==> config.mk <==
export PLATFORM = sky130hd
export DESIGN_NAME = config_host_ctrl
export DESIGN_NICKNAME = d
export VERILOG_FILES = /design/src/rtl/config_host_ctrl.sv
export SDC_FILE = /design/constraint.sdc
export NUM_CORES = 1
export LEC_CHECK = 0
export CORE_MARGIN = 10
export CORE_UTILIZATION = 45
export DETAILED_ROUTE_END_ITERATION = 10
export DONT_BUFFER_PORTS = 1
export GPL_ROUTABILITY_DRIVEN = 0
export PLACE_DENSITY_LB_ADDON = 0.05
export RECOVER_POWER = 50
export SYNTH_ARGS = -nofsm -noshare
export SYNTH_HDL_FRONTEND = slang
export SYNTH_SLANG_ARGS = --single-unit
==> constraint.sdc <==
create_clock -name clk -period 4.1 [get_ports clk]
set_input_delay 0.41 -clock clk [delete_from_list [all_inputs] [get_ports clk]]
set_output_delay 0.41 -clock clk [all_outputs]
set_load 0.01 [all_outputs]
==> src/rtl/config_host_ctrl.sv <==
// Host-side initiator for the chip configuration protocol: turns write/read commands into
// parity-protected 64-bit config packets, matches read replies and forwards all other traffic.
module config_host_ctrl #(
  parameter int          WIDTH          = 64,
  parameter logic [31:0] MAGIC_NUMBER   = 32'h8950_4E47,
  parameter int          TIMEOUT_CYCLES = 65535,
  parameter int          TO_BITS        = 16
) (
  input  logic             clk,
  input  logic             reset_n,
  input  logic             cmd_valid,
  output logic             cmd_ready,
  input  logic             cmd_write,
  input  logic [7:0]       cmd_chip_id,
  input  logic [7:0]       cmd_addr,
  input  logic [7:0]       cmd_wdata,
  output logic [WIDTH-1:0] tx_packet,
  output logic             tx_valid,
  input  logic             tx_ready,
  input  logic [WIDTH-1:0] rx_packet,
  input  logic             rx_valid,
  output logic             rsp_valid,
  output logic [7:0]       rsp_rdata,
  output logic [1:0]       rsp_error,
  output logic             data_valid,
  output logic [WIDTH-1:0] data_packet
);

  typedef enum logic [1:0] {S_IDLE, S_SEND, S_WAIT_RSP, S_DONE} state_e;

  localparam logic [1:0]         TYPE_WR = 2'b10;
  localparam logic [1:0]         TYPE_RD = 2'b11;
  localparam logic [TO_BITS-1:0] TO_LAST = TO_BITS'(TIMEOUT_CYCLES - 1);

  state_e             state_q, state_d;
  logic               wr_q, wr_d;
  logic [7:0]         chip_q, chip_d;
  logic [7:0]         addr_q, addr_d;
  logic [WIDTH-1:0]   tx_packet_q, tx_packet_d;
  logic [TO_BITS-1:0] to_cnt_q, to_cnt_d;
  logic [7:0]         rsp_rdata_q, rsp_rdata_d;
  logic [1:0]         rsp_error_q, rsp_error_d;
  logic               data_valid_q, data_valid_d;
  logic [WIDTH-1:0]   data_packet_q, data_packet_d;

  logic [TO_BITS-1:0] to_cnt_inc;
  logic               rx_match;
  logic               rx_parity_ok;

  function automatic logic [WIDTH-1:0] build_pkt(input logic       wr,
                                                 input logic [7:0] chip,
                                                 input logic [7:0] addr,
                                                 input logic [7:0] data);
    logic [62:0] body;
    body = {5'b0, MAGIC_NUMBER, data, addr, chip, (wr ? TYPE_WR : TYPE_RD)};
    return {~^body, body};
  endfunction

  assign to_cnt_inc   = to_cnt_q + TO_BITS'(1);
  assign rx_parity_ok = ^rx_packet;
  // Only a reply to the outstanding read is consumed; everything else goes to the data stream.
  assign rx_match = (state_q == S_WAIT_RSP) && rx_valid &&
                    (rx_packet[1:0] == TYPE_RD) && (rx_packet[9:2] == chip_q) &&
                    (rx_packet[17:10] == addr_q) && (rx_packet[57:26] == MAGIC_NUMBER);

  always_comb begin
    // NOTE: every signal gets a default first so no path leaves it unassigned (no latches).
    state_d       = state_q;
    wr_d          = wr_q;
    chip_d        = chip_q;
    addr_d        = addr_q;
    tx_packet_d   = tx_packet_q;
    to_cnt_d      = to_cnt_q;
    rsp_rdata_d   = rsp_rdata_q;
    rsp_error_d   = rsp_error_q;
    data_valid_d  = rx_valid && !rx_match;
    data_packet_d = (rx_valid && !rx_match) ? rx_packet : data_packet_q;

    unique case (state_q)
      S_IDLE: begin
        if (cmd_valid) begin
          wr_d        = cmd_write;
          chip_d      = cmd_chip_id;
          addr_d      = cmd_addr;
          tx_packet_d = build_pkt(cmd_write, cmd_chip_id, cmd_addr,
                                  cmd_write ? cmd_wdata : 8'h00);
          rsp_rdata_d = 8'h00;
          rsp_error_d = 2'b00;
          state_d     = S_SEND;
        end
      end
      S_SEND: begin
        if (tx_ready) begin
          to_cnt_d = '0;
          state_d  = wr_q ? S_DONE : S_WAIT_RSP;
        end
      end
      S_WAIT_RSP: begin
        to_cnt_d = to_cnt_inc;
        // A reply landing on the final wait cycle still beats the timeout.
        if (rx_match) begin
          rsp_rdata_d = rx_parity_ok ? rx_packet[25:18] : 8'h00;
          rsp_error_d = {~rx_parity_ok, 1'b0};
          state_d     = S_DONE;
        end else if (to_cnt_inc == TO_LAST) begin
          rsp_rdata_d = 8'h00;
          rsp_error_d = 2'b01;
          state_d     = S_DONE;
        end
      end
      S_DONE: begin
        state_d = S_IDLE;
      end
      default: state_d = S_IDLE;
    endcase
  end

  // NOTE: sequential state uses non-blocking assignments so all registers update together.
  always_ff @(posedge clk or negedge reset_n) begin
    if (!reset_n) begin
      state_q       <= S_IDLE;
      wr_q          <= 1'b0;
      chip_q        <= 8'h00;
      addr_q        <= 8'h00;
      tx_packet_q   <= '0;
      to_cnt_q      <= '0;
      rsp_rdata_q   <= 8'h00;
      rsp_error_q   <= 2'b00;
      data_valid_q  <= 1'b0;
      data_packet_q <= '0;
    end else begin
      state_q       <= state_d;
      wr_q          <= wr_d;
      chip_q        <= chip_d;
      addr_q        <= addr_d;
      tx_packet_q   <= tx_packet_d;
      to_cnt_q      <= to_cnt_d;
      rsp_rdata_q   <= rsp_rdata_d;
      rsp_error_q   <= rsp_error_d;
      data_valid_q  <= data_valid_d;
      data_packet_q <= data_packet_d;
    end
  end

  assign cmd_ready   = (state_q == S_IDLE);
  assign tx_valid    = (state_q == S_SEND);
  assign rsp_valid   = (state_q == S_DONE);
  assign tx_packet   = tx_packet_q;
  assign rsp_rdata   = rsp_rdata_q;
  assign rsp_error   = rsp_error_q;
  assign data_valid  = data_valid_q;
  assign data_packet = data_packet_q;

endmodule

==> results of run 1 <==
flip-flops by register name, summed over array words and instances, names as in the netlist:
name and flops:
addr_q 7, chip_q 7, data_packet 64, data_valid 1
rsp_error 2, rsp_rdata 8, state_q 2, to_cnt_q 16
tx_packet 13, wr_q 1
power by group through the flow:
| stage | clock network (mW) | logic (mW) | registers, mW |
|---|---|---|---|
| finish | 1.68 | 1.04 | 1.75 |
| global route | 1.78 | 1.17 | 1.79 |
| CTS | 1.72 | 1.06 | 1.76 |
| detailed placement | 0 | 1.03 | 1.78 |
| global placement | 0 | 1.00 | 1.78 |
| floorplan | 0 | 0.888 | 1.68 |
metrics by stage:
step	util [%]	cells	hold slack (ps)	power, mW
2_1_floorplan	-	613	114	2.56
3_3_place_gp	46.2	739	119	2.78
3_5_place_dp	46.2	739	120	2.80
4_1_cts	51.2	773	83.7	4.54
5_1_grt	51.2	773	95.4	4.74
6_report	51.2	773	106	4.47
how the worst min path moves through the flow:
stage | start | to | slack [ps] | cells past startpoint
2_1_floorplan | reset_n | addr_q[0] | 110 | 0
3_3_place_gp | reset_n | tx_packet[57] | 120 | 0
3_5_place_dp | reset_n | data_packet[32] | 120 | 0
4_1_cts | cmd_write | tx_packet[0] | 80 | 1
5_1_grt | cmd_write | tx_packet[0] | 100 | 1
6_report | cmd_write | tx_packet[0] | 110 | 1
cell type report:
cell class              instances  area (sq um)
clock buffers                  21           480
clock inverters                11           191
fillers                      1247          6790
inverters                      27           101
multi-input cells             405          3030
flip-flops and latches        121          3030
well taps                     180           225
repair buffers                  8          82.6
routing by layer:
layer  GRT usage, %  wire, um  vias up
li1               -         -     1930
met1           19.2      6660     1982
met2           25.7      7690      153
met3           8.64      1890       19
met4           5.92       257        0
met5              0         0        -
kinds of logic after synthesis:
group / count (synthesis) / share of synthesized area (%)
buffers and inverters: 87 / 7.44
DFF: 121 / 47.0
and+or+nand+nor: 124 / 9.30
AOI/OAI and AO/OA: 80 / 7.96
muxes: 65 / 11.4
adders and majority gates: 23 / 4.47
xor gates and xnor gates: 89 / 12.4
other: 1 / 0.0582
Yosys cell counts, types with 8 or more instances:
cell / number / area [sq um]
xnor2_1: 76 / 666
nand2_1: 54 / 203
mux2_2: 62 / 698
a22o_1: 8 / 70.1
buf_4: 38 / 285
dfrtp_1: 121 / 3030
inv_1: 27 / 101
ha_1: 23 / 288
xor2_1: 11 / 96.3
nand3_1: 10 / 50.1
nand4_1: 11 / 68.8
nor2_1: 21 / 78.8
o21ai_0: 47 / 235
clkbuf_1: 12 / 45.0
repair_timing:
action                     CTS  global route
setup endpoints to repair    0             0
hold buffers                 2             0
hold endpoints to repair   121             0
==> summary.md, run 1 <==
| Metric | Value |
|---|---|
| Status | `completed` |
| Crit end category | `flop` |
| Design Area, Final | `0.00714 sq mm` |
| RSZ-0062 raised after global routing | `false` |
| Max frequency | `between 0.3 and 0.4 GHz` |
| Logic pwr share | `a little under a quarter` |
| Internal | `3.08 mW` |
| DP Area | `between 0.006 and 0.007 sq mm` |
| Commonest cells after routing, fill and taps aside | `dfrtp_1 (121), xnor2_1 (76), mux2_2 (62)` |
| Cell breakdown of the critical path | `xnor2_1 > nand4_1 > nor4_1 > and4_1 > nand2b_4 > buf_4 > mux2_2` |
| Setup TNS | `0 ps` |
| Setup slack after layout | `roughly 1300 ps` |
| Pin count of the biggest net entering global routing | `about 120` |
| Root buf cell | `clkbuf_16` |
| Register bit total from synthesis | `121` |
| Layout area overhead | `10.8%` |
| Port bufs | `0` |
| Fin. Hold Viols | `0` |
| Die Span Y | `around 140 um` |
| Layout cells sized above 1 | `18.9%` |
| H-tree depth | `4` |
| DR pass1 iterations | `4` |
| Top Ports | `236` |
| Worst r2r path cells | `7` |
| Antenna Nets Post-Route | `0` |
| Cell depth of the worst setup path | `7` |
| Relative slew slack | `about 43%` |
| Final period utilization | `just under 70%` |
| Post_cts resized | `0` |
| Top_reg_cell synth | `dfrtp_1` |
| CTS tree | `built` |
| Setup Buffers After CTS | `0` |
| Routed wire length | `between 15000 and 20000 um` |
| CTS sink cnt | `between 100 and 150` |
| Seq/Total Area, Yosys | `a little under half` |
| Mapped Cells | `a little under 600` |
| Crit path arrival time | `roughly 3100 ps` |
| Iter 0 DRT Violations | `between 150 and 200` |
| Layout Skew | `approximately 7.5 ps` |
| Num CTS Buffers | `17` |
| Critical Path Sink | `data_packet[32]` |
| Yosys warns | `0` |
| Initial antenna violation count | `0` |
| CP max stage cell | `nor4_1` |
| Fin. max-slew vios | `0` |
| CP top delay family | `simple AND/OR/NAND/NOR gates` |
| Most common library cell in the layout ignoring fill and taps | `dfrtp_1` |
| Period minus WS final | `2830 ps` |
| NetSw | `1.40 mW` |
| Crit. Startpoint | `tx_packet[9]` |
| FF-to-FF End | `data_packet[32]` |
| Clock Tree Buf Depth | `2` |
| Worst Setup Path Type | `reg2reg` |
| Pwr dens | `approximately 630 mW/mm^2` |
| ANT cells | `0` |
| Leak | `about 3.1 nW` |
| Die width | `~140 um` |
| Core Region | `~0.014 sq mm` |
| Effective utilization at floorplan | `between 40% and 50%` |
| Clock Power Share | `a little under two fifths` |
| Number of nets in the layout | `roughly 700` |
| Post-DP HPWL | `12800 um` |
| Vias in the first global route | `4202` |
| Buffer and inverter count on the worst path | `1` |
| Average cell area after synthesis | `10.9 sq um` |
| Routed WL per cell | `about 21 um` |
| Hold Crit Class | `in2reg` |
| RR Startpoint | `tx_packet[9]` |
| Vias per inst | `between 5 and 6` |
| Delay of the slowest critical-path stage | `between 500 and 600 ps` |
| Fraction of registers with async set/reset | `100%` |
| Library cells used by synthesis | `between 50 and 60` |
| # DRC | `0` |
| Number of setup violations in the final report | `0` |
| DP Worst Slack | `approximately 1200 ps` |
| Insertion delay to the later sink of the worst-skew pair | `roughly 410 ps` |
| GRT Util Overall | `around 17%` |
| Max-cap viol count | `0` |
| Vias post-DR | `roughly 4000` |
| Clock slew at reported path FFs | `60 ps` |
| Number of flops mapped to enable cells by yosys | `0` |
| Sequential share of power | `about two fifths` |
| Worst Path Max Fanout | `43` |
| Sw frac | `between 30% and 40%` |
| Worst VDD drop | `between 0.0002 and 0.0003 V` |
| Die Area | `just under 0.02 sq mm` |
| Row count | `between 40 and 50` |
| Flop2flop setup slack | `~1300 ps` |
| First-pass GRT wire length | `25500 um` |
| Critical path startpoint category | `flop` |
| WP data required | `about 4400 ps` |
| Mapped Area | `between 0.006 and 0.007 sq mm` |
| Worst Max-Slew Pin Slew | `between 800 and 900 ps` |
| Gr ovfl total | `0` |
Note: power is estimated with default switching activity, not from simulation.
==> run 2: changes to the inputs <==
==> constraint.sdc (replaced) <==
create_clock -name clk -period 2.4 [get_ports clk]
set_input_delay 0.24 -clock clk [delete_from_list [all_inputs] [get_ports clk]]
set_output_delay 0.24 -clock clk [all_outputs]
set_load 0.01 [all_outputs]
==> run 2 against run 1 <==
The run now ends with negative hold slack left. Combinational power is 110% higher. Critical endpoint is now data_packet[13]. Critical path depth increased by 2. Critical path type unchanged. Fmax is 23% higher.
==> summary.md, run 2 (synthesized netlist as in run 1, its figures left out) <==
| Metric | Value |
|---|---|
| Status | `finished, violations left` |
| Failing checks | `negative hold slack` |
| Fin. Hold Viols | `about 120` |
| Top Ports | `236` |
| Pin count of the biggest net entering global routing | `~120` |
| Worst r2r path cells | `9` |
| Period minus WS final | `2310 ps` |
| Die width | `approximately 140 um` |
| Leak | `~3.6 nW` |
| Worst Max-Slew Pin Slew | `approximately 830 ps` |
| Vias per inst | `~5.2` |
| Layout cells sized above 1 | `24.3%` |
| Layout Skew | `9.37 ps` |
| FF-to-FF End | `data_packet[13]` |
| Filler Cell Count | `1156` |
| Number of setup violations in the final report | `0` |
| Insertion delay to the later sink of the worst-skew pair | `a little over 400 ps` |
| Layout area overhead | `30.0%` |
| Commonest cells after routing, fill and taps aside | `dfrtp_1 (114), dlygate4sd3_1 (79), xnor2_1 (71)` |
| # DRC | `0` |
| Sequential share of power | `38.0%` |
| Clock Tree Buf Depth | `2` |
| Flop2flop setup slack | `a little under 90 ps` |
| Routed WL per cell | `between 20 and 25 um` |
| Effective utilization at floorplan | `a little under half` |
| Root buf cell | `clkbuf_16` |
| Die Span Y | `roughly 140 um` |
| Initial antenna violation count | `0` |
| Fin. max-slew vios | `0` |
| # hold bufs at CTS | `79` |
| Pwr dens | `around 930 mW/mm^2` |
| Internal | `around 5.3 mW` |
| Max reg flops | `64` |
| Worst Setup Path Type | `reg2reg` |
| DR pass1 iterations | `4` |
| Max-cap viol count | `0` |
| Pwr Total | `between 7 and 8 mW` |
| Iter 0 DRT Violations | `140` |
| Vias in the first global route | `about 4900` |
| WP data required | `~2700 ps` |
| Final period utilization | `a little over nine tenths` |
| Row count | `43` |
| Logic pwr share | `roughly 28%` |
| Clock slew at reported path FFs | `~60 ps` |
| Setup slack after layout | `86.4 ps` |
| Number of nets in the layout | `about 820` |
| NetSw | `2.48 mW` |
| Core Region | `0.0139 sq mm` |
| Max frequency | `about 0.43 GHz` |
| Gr ovfl total | `0` |
| RSZ-0062 raised after global routing | `true` |
| RR Startpoint | `chip_q[6]` |
| Post-layout util | `between 60% and 70%` |
| Most common library cell in the layout ignoring fill and taps | `dfrtp_1` |
| CTS tree | `built` |
| Antenna Nets Post-Route | `0` |
| H-tree depth | `4` |
| DP Worst Slack | `36.0 ps` |
| Vias post-DR | `around 4600` |
| Crit end category | `flop` |
| ANT cells | `0` |
| Num CTS Buffers | `17` |
| Port bufs | `0` |
| Crit path arrival time | `~2600 ps` |
| WHS | `-476 ps` |
| Sw frac | `31.9%` |
| Post-DP HPWL | `approximately 13000 um` |
| Hold Crit Class | `in2async` |
| Critical path startpoint category | `flop` |
| Routed wire length | `between 15000 and 20000 um` |
| Relative slew slack | `between 40% and 50%` |
| Die Area | `~0.02 sq mm` |
| CTS sink cnt | `121` |
| Worst Path Max Fanout | `9` |
| Clock Power Share | `between 30% and 40%` |
| GRT Util Overall | `a little under a fifth` |
| Worst VDD drop | `between 0.0004 and 0.0005 V` |
| First-pass GRT wire length | `between 20000 and 30000 um` |
run 2: cell count changes in the layout (fill, tap and decap cells not counted), moves of 3 or more:
cell	before	now
dlygate4sd3_1	1	79
buf_4	6	39
dfrtp_1	121	114
dfrtp_2	0	7
buf_12	0	5
xnor2_1	76	71
xnor2_2	1	6
mux2_2	62	59
mux2_4	1	4
run 2: area by class of cell:
cell class / instances / area (sq um) / share of cell area, %
multi-input combinational: 405 / 3170 / 37.8
sequential: 121 / 3040 / 36.2
timing repair buffer: 126 / 1240 / 14.9
clock buffer: 21 / 460 / 5.50
tap: 180 / 225 / 2.69
clock inverter: 11 / 145 / 1.73
inverter: 27 / 101 / 1.21
run 2: critical path: stages (launching register included):
cell	delay [ps]
dfrtp_2	450
xnor2_2	160
nand3_2	130
nor4_4	290
buf_4	150
and4_4	230
nand2b_4	150
buf_12	130
buf_12	140
mux2_2	340
run 2: worst max path at each step:
stage | from | endpoint | slack (ps)
after floorplan | to_cnt_q[0] | state_q[1] | 40
after global placement | chip_q[2] | data_packet[0] | 10
after detailed placement | chip_q[4] | data_packet[13] | 40
after CTS | rx_packet[33] | rsp_rdata[7] | 10
after global routing | to_cnt_q[0] | state_q[1] | -10
final | chip_q[6] | data_packet[13] | 90
run 2: routing by layer:
metal  track usage (%)  part of all wire, %  up-vias
li1                  -                    -     2173
met1              20.4                   38     2267
met2              28.8                   49      172
met3              9.39                   11       31
met4              7.23                  2.2        0
met5                 0                    0        -
run 2: timing repair:
item                       in CTS  in global routing
setup endpoints to repair       0                 58
buffers inserted                0                  6
gates resized for setup         0                 30
hold endpoints to repair      209                121
run 2: power groups by stage:
stage          Combinational (mW)  Sequential [mW]  Clock, mW
2_1_floorplan                1.52             2.86          0
3_3_place_gp                 1.97             2.96          0
3_5_place_dp                 2.00             2.97          0
4_1_cts                      2.12             2.94       2.67
5_1_grt                      2.45             3.02       2.77
6_report                     2.20             2.96       2.62
run 2: stage by stage:
stage / std cells / hold WS, ps / TNS, ps / instance area, sq um
global placement: 772 / -50.7 / 0 / 6730
finish: 891 / -476 / 0 / 8380
detailed placement: 772 / -50.9 / 0 / 6730
global route: 891 / -504 / -33.4 / 8380
floorplan: 613 / -55.6 / 0 / 6530
CTS: 883 / -494 / 0 / 8130
